File: src/rtl/fb_pixel_writer_if.sv
// Pixel stream in / framebuffer write port out for fb_pixel_writer.
// The slave modport is the writer's view; master is the upstream/BRAM side.
interface fb_pixel_writer_if #(
    parameter int ADDR_WIDTH = 17
);
    logic [23:0]           pixel_axis_tdata;
    logic                  pixel_axis_tvalid;
    logic                  pixel_axis_tready;
    logic [ADDR_WIDTH-1:0] fb_addr;
    logic [15:0]           fb_data;
    logic                  fb_we;

    modport master (
        output pixel_axis_tdata, pixel_axis_tvalid,
        input  pixel_axis_tready, fb_addr, fb_data, fb_we
    );

    modport slave (
        input  pixel_axis_tdata, pixel_axis_tvalid,
        output pixel_axis_tready, fb_addr, fb_data, fb_we
    );
endinterface

File: src/rtl/fb_pixel_writer.sv
// Framebuffer writer: takes one raster-order RGB888 frame per start pulse,
// packs each pixel to RGB565 and writes it at a linearly incrementing address.
module fb_pixel_writer #(
    parameter int H_RES      = 320,
    parameter int V_RES      = 240,
    parameter int ADDR_WIDTH = 17
) (
    input  logic               aclk,
    input  logic               aresetn,
    input  logic               start,
    fb_pixel_writer_if.slave   bus,
    output logic               busy,
    output logic               frame_done,
    output logic [7:0]         frame_count
);
    localparam int XW = (H_RES > 1) ? $clog2(H_RES) : 1;
    localparam int YW = (V_RES > 1) ? $clog2(V_RES) : 1;

    typedef enum logic {IDLE, WRITE} state_t;

    state_t                state, state_nxt;
    logic [XW-1:0]         x;
    logic [YW-1:0]         y;
    logic [ADDR_WIDTH-1:0] addr;
    logic                  accept;
    logic                  last_beat;
    logic                  unused_lsbs;

    assign accept    = bus.pixel_axis_tvalid & bus.pixel_axis_tready;
    assign last_beat = (x == XW'(H_RES - 1)) && (y == YW'(V_RES - 1));

    // Low colour bits are truncated by the RGB565 packing.
    assign unused_lsbs = ^{bus.pixel_axis_tdata[18:16], bus.pixel_axis_tdata[9:8],
                           bus.pixel_axis_tdata[2:0]};

    // State register.
    always_ff @(posedge aclk or negedge aresetn) begin
        if (!aresetn) state <= IDLE;
        else          state <= state_nxt;
    end

    // Next state: start arms a frame, the final accepted beat ends it.
    always_comb begin
        state_nxt = state;
        case (state)
            IDLE:    if (start)                 state_nxt = WRITE;
            WRITE:   if (accept && last_beat)   state_nxt = IDLE;
            default:                            state_nxt = IDLE;
        endcase
    end

    // Ready depends on state only, so tvalid never reaches tready.
    always_comb begin
        bus.pixel_axis_tready = 1'b0;
        if (state == WRITE) bus.pixel_axis_tready = 1'b1;
    end

    // Raster position and address; cleared on start and after the last pixel
    // so the address register never runs past the frame.
    always_ff @(posedge aclk or negedge aresetn) begin
        if (!aresetn) begin
            x    <= '0;
            y    <= '0;
            addr <= '0;
        end else if (state == IDLE && start) begin
            x    <= '0;
            y    <= '0;
            addr <= '0;
        end else if (accept) begin
            if (last_beat) begin
                x    <= '0;
                y    <= '0;
                addr <= '0;
            end else begin
                addr <= addr + ADDR_WIDTH'(1);
                if (x == XW'(H_RES - 1)) begin
                    x <= '0;
                    y <= y + YW'(1);
                end else begin
                    x <= x + XW'(1);
                end
            end
        end
    end

    // Write port and status, all registered one cycle after acceptance.
    always_ff @(posedge aclk or negedge aresetn) begin
        if (!aresetn) begin
            bus.fb_we   <= 1'b0;
            bus.fb_addr <= '0;
            bus.fb_data <= '0;
            frame_done  <= 1'b0;
            frame_count <= '0;
            busy        <= 1'b0;
        end else begin
            bus.fb_we  <= accept;
            frame_done <= accept & last_beat;
            // Busy covers the frame_done cycle; a start taken then keeps it high.
            busy       <= (state_nxt == WRITE) | (accept & last_beat);
            if (accept) begin
                bus.fb_addr <= addr;
                bus.fb_data <= {bus.pixel_axis_tdata[23:19],
                                bus.pixel_axis_tdata[15:10],
                                bus.pixel_axis_tdata[7:3]};
            end
            if (accept && last_beat) frame_count <= frame_count + 8'd1;
        end
    end
endmodule

File: src/flat_wrapper.sv
// flat-port wrapper written by rule: the top's interface ports become plain ports
module fb_pixel_writer_flat 
#(
    parameter int H_RES      = 320,
    parameter int V_RES      = 240,
    parameter int ADDR_WIDTH = 17
)
  (aclk, aresetn, start, busy, frame_done, frame_count, bus_pixel_axis_tdata, bus_pixel_axis_tvalid, bus_pixel_axis_tready, bus_fb_addr, bus_fb_data, bus_fb_we);
  fb_pixel_writer_if #(.ADDR_WIDTH(ADDR_WIDTH)) bus_i ();
  input  logic aclk;
  input  logic aresetn;
  input  logic start;
  output logic busy;
  output logic frame_done;
  output logic [7:0] frame_count;
  input wire logic [$bits(bus_i.pixel_axis_tdata)-1:0] bus_pixel_axis_tdata;
  input wire logic [$bits(bus_i.pixel_axis_tvalid)-1:0] bus_pixel_axis_tvalid;
  output wire logic [$bits(bus_i.pixel_axis_tready)-1:0] bus_pixel_axis_tready;
  output wire logic [$bits(bus_i.fb_addr)-1:0] bus_fb_addr;
  output wire logic [$bits(bus_i.fb_data)-1:0] bus_fb_data;
  output wire logic [$bits(bus_i.fb_we)-1:0] bus_fb_we;
  assign bus_i.pixel_axis_tdata = bus_pixel_axis_tdata;
  assign bus_i.pixel_axis_tvalid = bus_pixel_axis_tvalid;
  assign bus_pixel_axis_tready = bus_i.pixel_axis_tready;
  assign bus_fb_addr = bus_i.fb_addr;
  assign bus_fb_data = bus_i.fb_data;
  assign bus_fb_we = bus_i.fb_we;
  fb_pixel_writer #(.H_RES(H_RES), .V_RES(V_RES), .ADDR_WIDTH(ADDR_WIDTH)) u_core (.aclk(aclk), .aresetn(aresetn), .start(start), .bus(bus_i), .busy(busy), .frame_done(frame_done), .frame_count(frame_count));
endmodule
File: config.mk
export PLATFORM = sky130hd
export DESIGN_NAME = fb_pixel_writer_flat
export DESIGN_NICKNAME = d
export VERILOG_FILES = /design/src/rtl/fb_pixel_writer_if.sv /design/src/rtl/fb_pixel_writer.sv /design/src/flat_wrapper.sv
export SDC_FILE = /design/constraint.sdc
export NUM_CORES = 1
export LEC_CHECK = 0
export BUFFER_PORTS_ARGS = -buffer_cell sky130_fd_sc_hd__buf_4
export CORE_AREA = 8 8 95 140
export CTS_CLUSTER_DIAMETER = 60
export DETAILED_ROUTE_END_ITERATION = 8
export DIE_AREA = 0 0 103 148
export PLACE_DENSITY = 0.55
export SYNTH_ARGS = -nofsm -noshare
export SYNTH_HDL_FRONTEND = slang
export SYNTH_SLANG_ARGS = --single-unit
File: constraint.sdc
create_clock -name aclk -period 1.9 [get_ports aclk]
set_input_delay 0.285 -clock aclk [delete_from_list [all_inputs] [get_ports aclk]]
set_output_delay 0.285 -clock aclk [all_outputs]
set_load 0.02 [all_outputs]
==> metrics.txt <==
status finished, final reports clean; Port Buf Inserts 64; commonest cells after routing, fill and taps aside nand2_1 (120), buf_4 (84), dfrtp_1 (79); CTS tree built; Tightest Pin Transition 0.4185 ns; Remaining Overflow, GRT 0; average wire per standard cell 13.99 microns; synthesized instance count 374; IO Count between 70 and 80; gr usage total 12.08%; top-area cell type share of the netlist area 55.91%; Num CTS Buffers 9; period utilization ~93%; final setup TNS 0 ns; Clock Power Share around two fifths; share of cells above drive strength 1 24.24%; Power Dens Cells 881.3 nW/um^2; Antenna Cells 0; max-slew violations 0; ranking of synthesized cells by area dfrtp_1 (56%), nand2_1 (13%), a21oi_1 (2.1%); CP Class flip-flop to flip-flop; DRT iter0 DRCs 92; Final #Nets 485; final WL 8506 microns; leakage power 0.002268 uW; area of placed instances 4277 sq um; PnR worst setup slack 0.1245 ns; Synth Net Count 406; synthesis-to-finish area growth 29.69%; Synth Cell Area 3536 sq um; top_reg_cell synth dfrtp_1; Int Power 2962 uW; root buf cell clkbuf_16; Sw Ratio roughly a quarter; Worst EP arrival 2.04 ns; EDFF count, synth 0; commonest non-fill, non-tap cell in the layout nand2_1; post-detail-place hpwl 6092 microns; Logic pwr share 12.6%; residual DRC count 0; Max stage delay on crit path about 0.47 ns; max cap viols 0; Yosys reg bits 79; post-route ant nets 0; Avg Inst Size Synth roughly 9.5 sq um; sequential fraction of the synthesis area 55.91%; num rows 48; die height 148 microns; Highest Clock Rate around 0.56 GHz; Slowest cell on crit path or4_1; Initial Utilization 31.32%; CP Max Fanout 8; drt pass-1 iters 4; DIE AREA 15240 sq um; DP Worst Slack -0.07759 ns; H-Tree Depth 3; Skew-Pair Late Insertion Delay about 0.34 ns; largest net degree at the start of global routing 52; design area 4586 sq um; sequential fraction of design power 47.8%; Slew headroom 72.10%; Worst setup SP type flip-flop; Clock Path Buffers 2; HP Class input port to flip-flop; core box area 11290 sq um; first-pass GRT wire length 14450 microns; initial antenna violation count 0; vias per cell 4.847; Worst EP required 2.16 ns; via count approximately 2900; Async SR Flop Fraction 100.0%; unrepaired setup endpoints after global routing false; maximum VDD drop 0.0004394 V; vias in the first global route ~3000; Ys Warns 0; min cycle time layout 1.775 ns; final setup fails 0; hold_ws 0.1359 ns; Cell Chain, Critical Path nor3b_2, nand4_1, buf_4, or4_1, a21oi_1; Setup crit end kind flip-flop; total power around 4000 uW; Final Hold Vio Count 0; dominant cell type by area after synthesis dfrtp_1; Synth cell types 45; Worst Skew 0.01175 ns; Sw Pwr approximately 1100 uW; width of the die 103 microns; clk slew on worst S/H paths 0.06 ns; CTS Sinks 79; Placer Congestion just under 0.8
## routing by layer
metal	vias up	GRT usage (%)	wire length (microns)
met5	-	0	0
met1	1440	12.69	3396
met4	0	5.018	174
met2	54	21.58	4502
met3	15	3.437	432
li1	1438	-	-
## cells in the mapped netlist (2+ instances only)
cell type	instances
nor2_1	16
dfrtp_1	79
nand3_1	12
a31oi_1	5
or4_1	3
clkbuf_1	11
ha_1	4
xor2_1	7
a311oi_1	2
nand2_1	120
nor3b_1	4
nand4_1	9
a22o_1	2
and3_1	10
or2_2	3
o211ai_1	3
o21ai_0	14
xnor2_1	5
a41oi_1	2
a21oi_1	15
inv_1	2
buf_6	2
mux2i_1	4
nor3_1	7
nor2b_1	4
o21a_1	4
buf_2	3
o22a_1	2
and4_1	3
a21o_1	2
## path summary, 6_finish.rpt
kind                                                        start  cells past startpoint                                  to  slack (ns)
worst max-delay path                      u_core.x[7]$_DFFE_PN0P_                      5             u_core.y[7]$_DFFE_PN0P_        0.12
worst min-delay path                     bus_pixel_axis_tdata[23]                      3  u_core.bus.fb_data[15]$_DFFE_PN0N_        0.14
worst max register to register            u_core.x[7]$_DFFE_PN0P_                      5             u_core.y[7]$_DFFE_PN0P_        0.12
worst min register to register  u_core.bus.fb_addr[8]$_DFFE_PN0N_                      2   u_core.bus.fb_addr[8]$_DFFE_PN0N_        0.47
max in group asynchronous                                 aresetn                      3             u_core.x[5]$_DFFE_PN0P_        0.86
min in group asynchronous                                 aresetn                      2   u_core.bus.fb_addr[5]$_DFFE_PN0N_        0.44
## critical path: cells and delay by family (launching register included)
family / cells / cell delay (ns)
flops: 1 / 0.43
compound gates: 1 / 0.15
simple gates: 3 / 0.93
buf+inv: 1 / 0.19
## registers in the layout (all words and copies together) (netlist names)
register	flops
u_core.bus.fb_addr	17
u_core.bus.fb_data	16
u_core.x	9
u_core.state	1
u_core.bus.fb_we	1
u_core.addr	17
u_core.busy	1
u_core.frame_done	1
u_core.y	8
u_core.frame_count	8
## kinds of logic (layout without fill, tap and decap cells)
logic type | count (synthesis) | in the layout | share of synthesized area [%]
compound gates | 55 | 55 | 9.838
xor+xnor | 12 | 12 | 2.972
fa+ha+maj | 4 | 4 | 1.415
buf+inv | 21 | 105 | 2.866
flops | 79 | 79 | 55.91
mux | 5 | 5 | 1.451
simple gates | 198 | 198 | 25.55
## power by group through the flow
stage,Clock (uW),Combinational [uW],Sequential (uW)
finish,1600,507,1930
global route,1720,570,1950
CTS,1650,518,1930
detailed placement,0,514,1960
global placement,0,503,1960
floorplan,0,214,2010
## through the flow
stage	utilization [%]	cells
global placement	37.88	590
detailed placement	37.88	590
floorplan	-	374
global route	40.61	608
CTS	40.51	608
finish	40.61	608
## cell type report
cell class	count	area, sq um
fillers	1173	6705
flip-flops and latches	79	1977
multi-input cells	274	1474
repair buffers	86	660.6
clock buffers	12	246.5
well taps	150	187.7
clock inverters	4	28.78
inverters	3	11.26
## repair_timing
item,4_1_cts,5_1_grt
setup buffers,1,0
endpoints found under the setup margin,4,9
endpoints found under the hold margin,28,0
hold buffers,1,0
pin swaps,1,0
resized for setup,1,4
(Power assumes the default switching activity.)
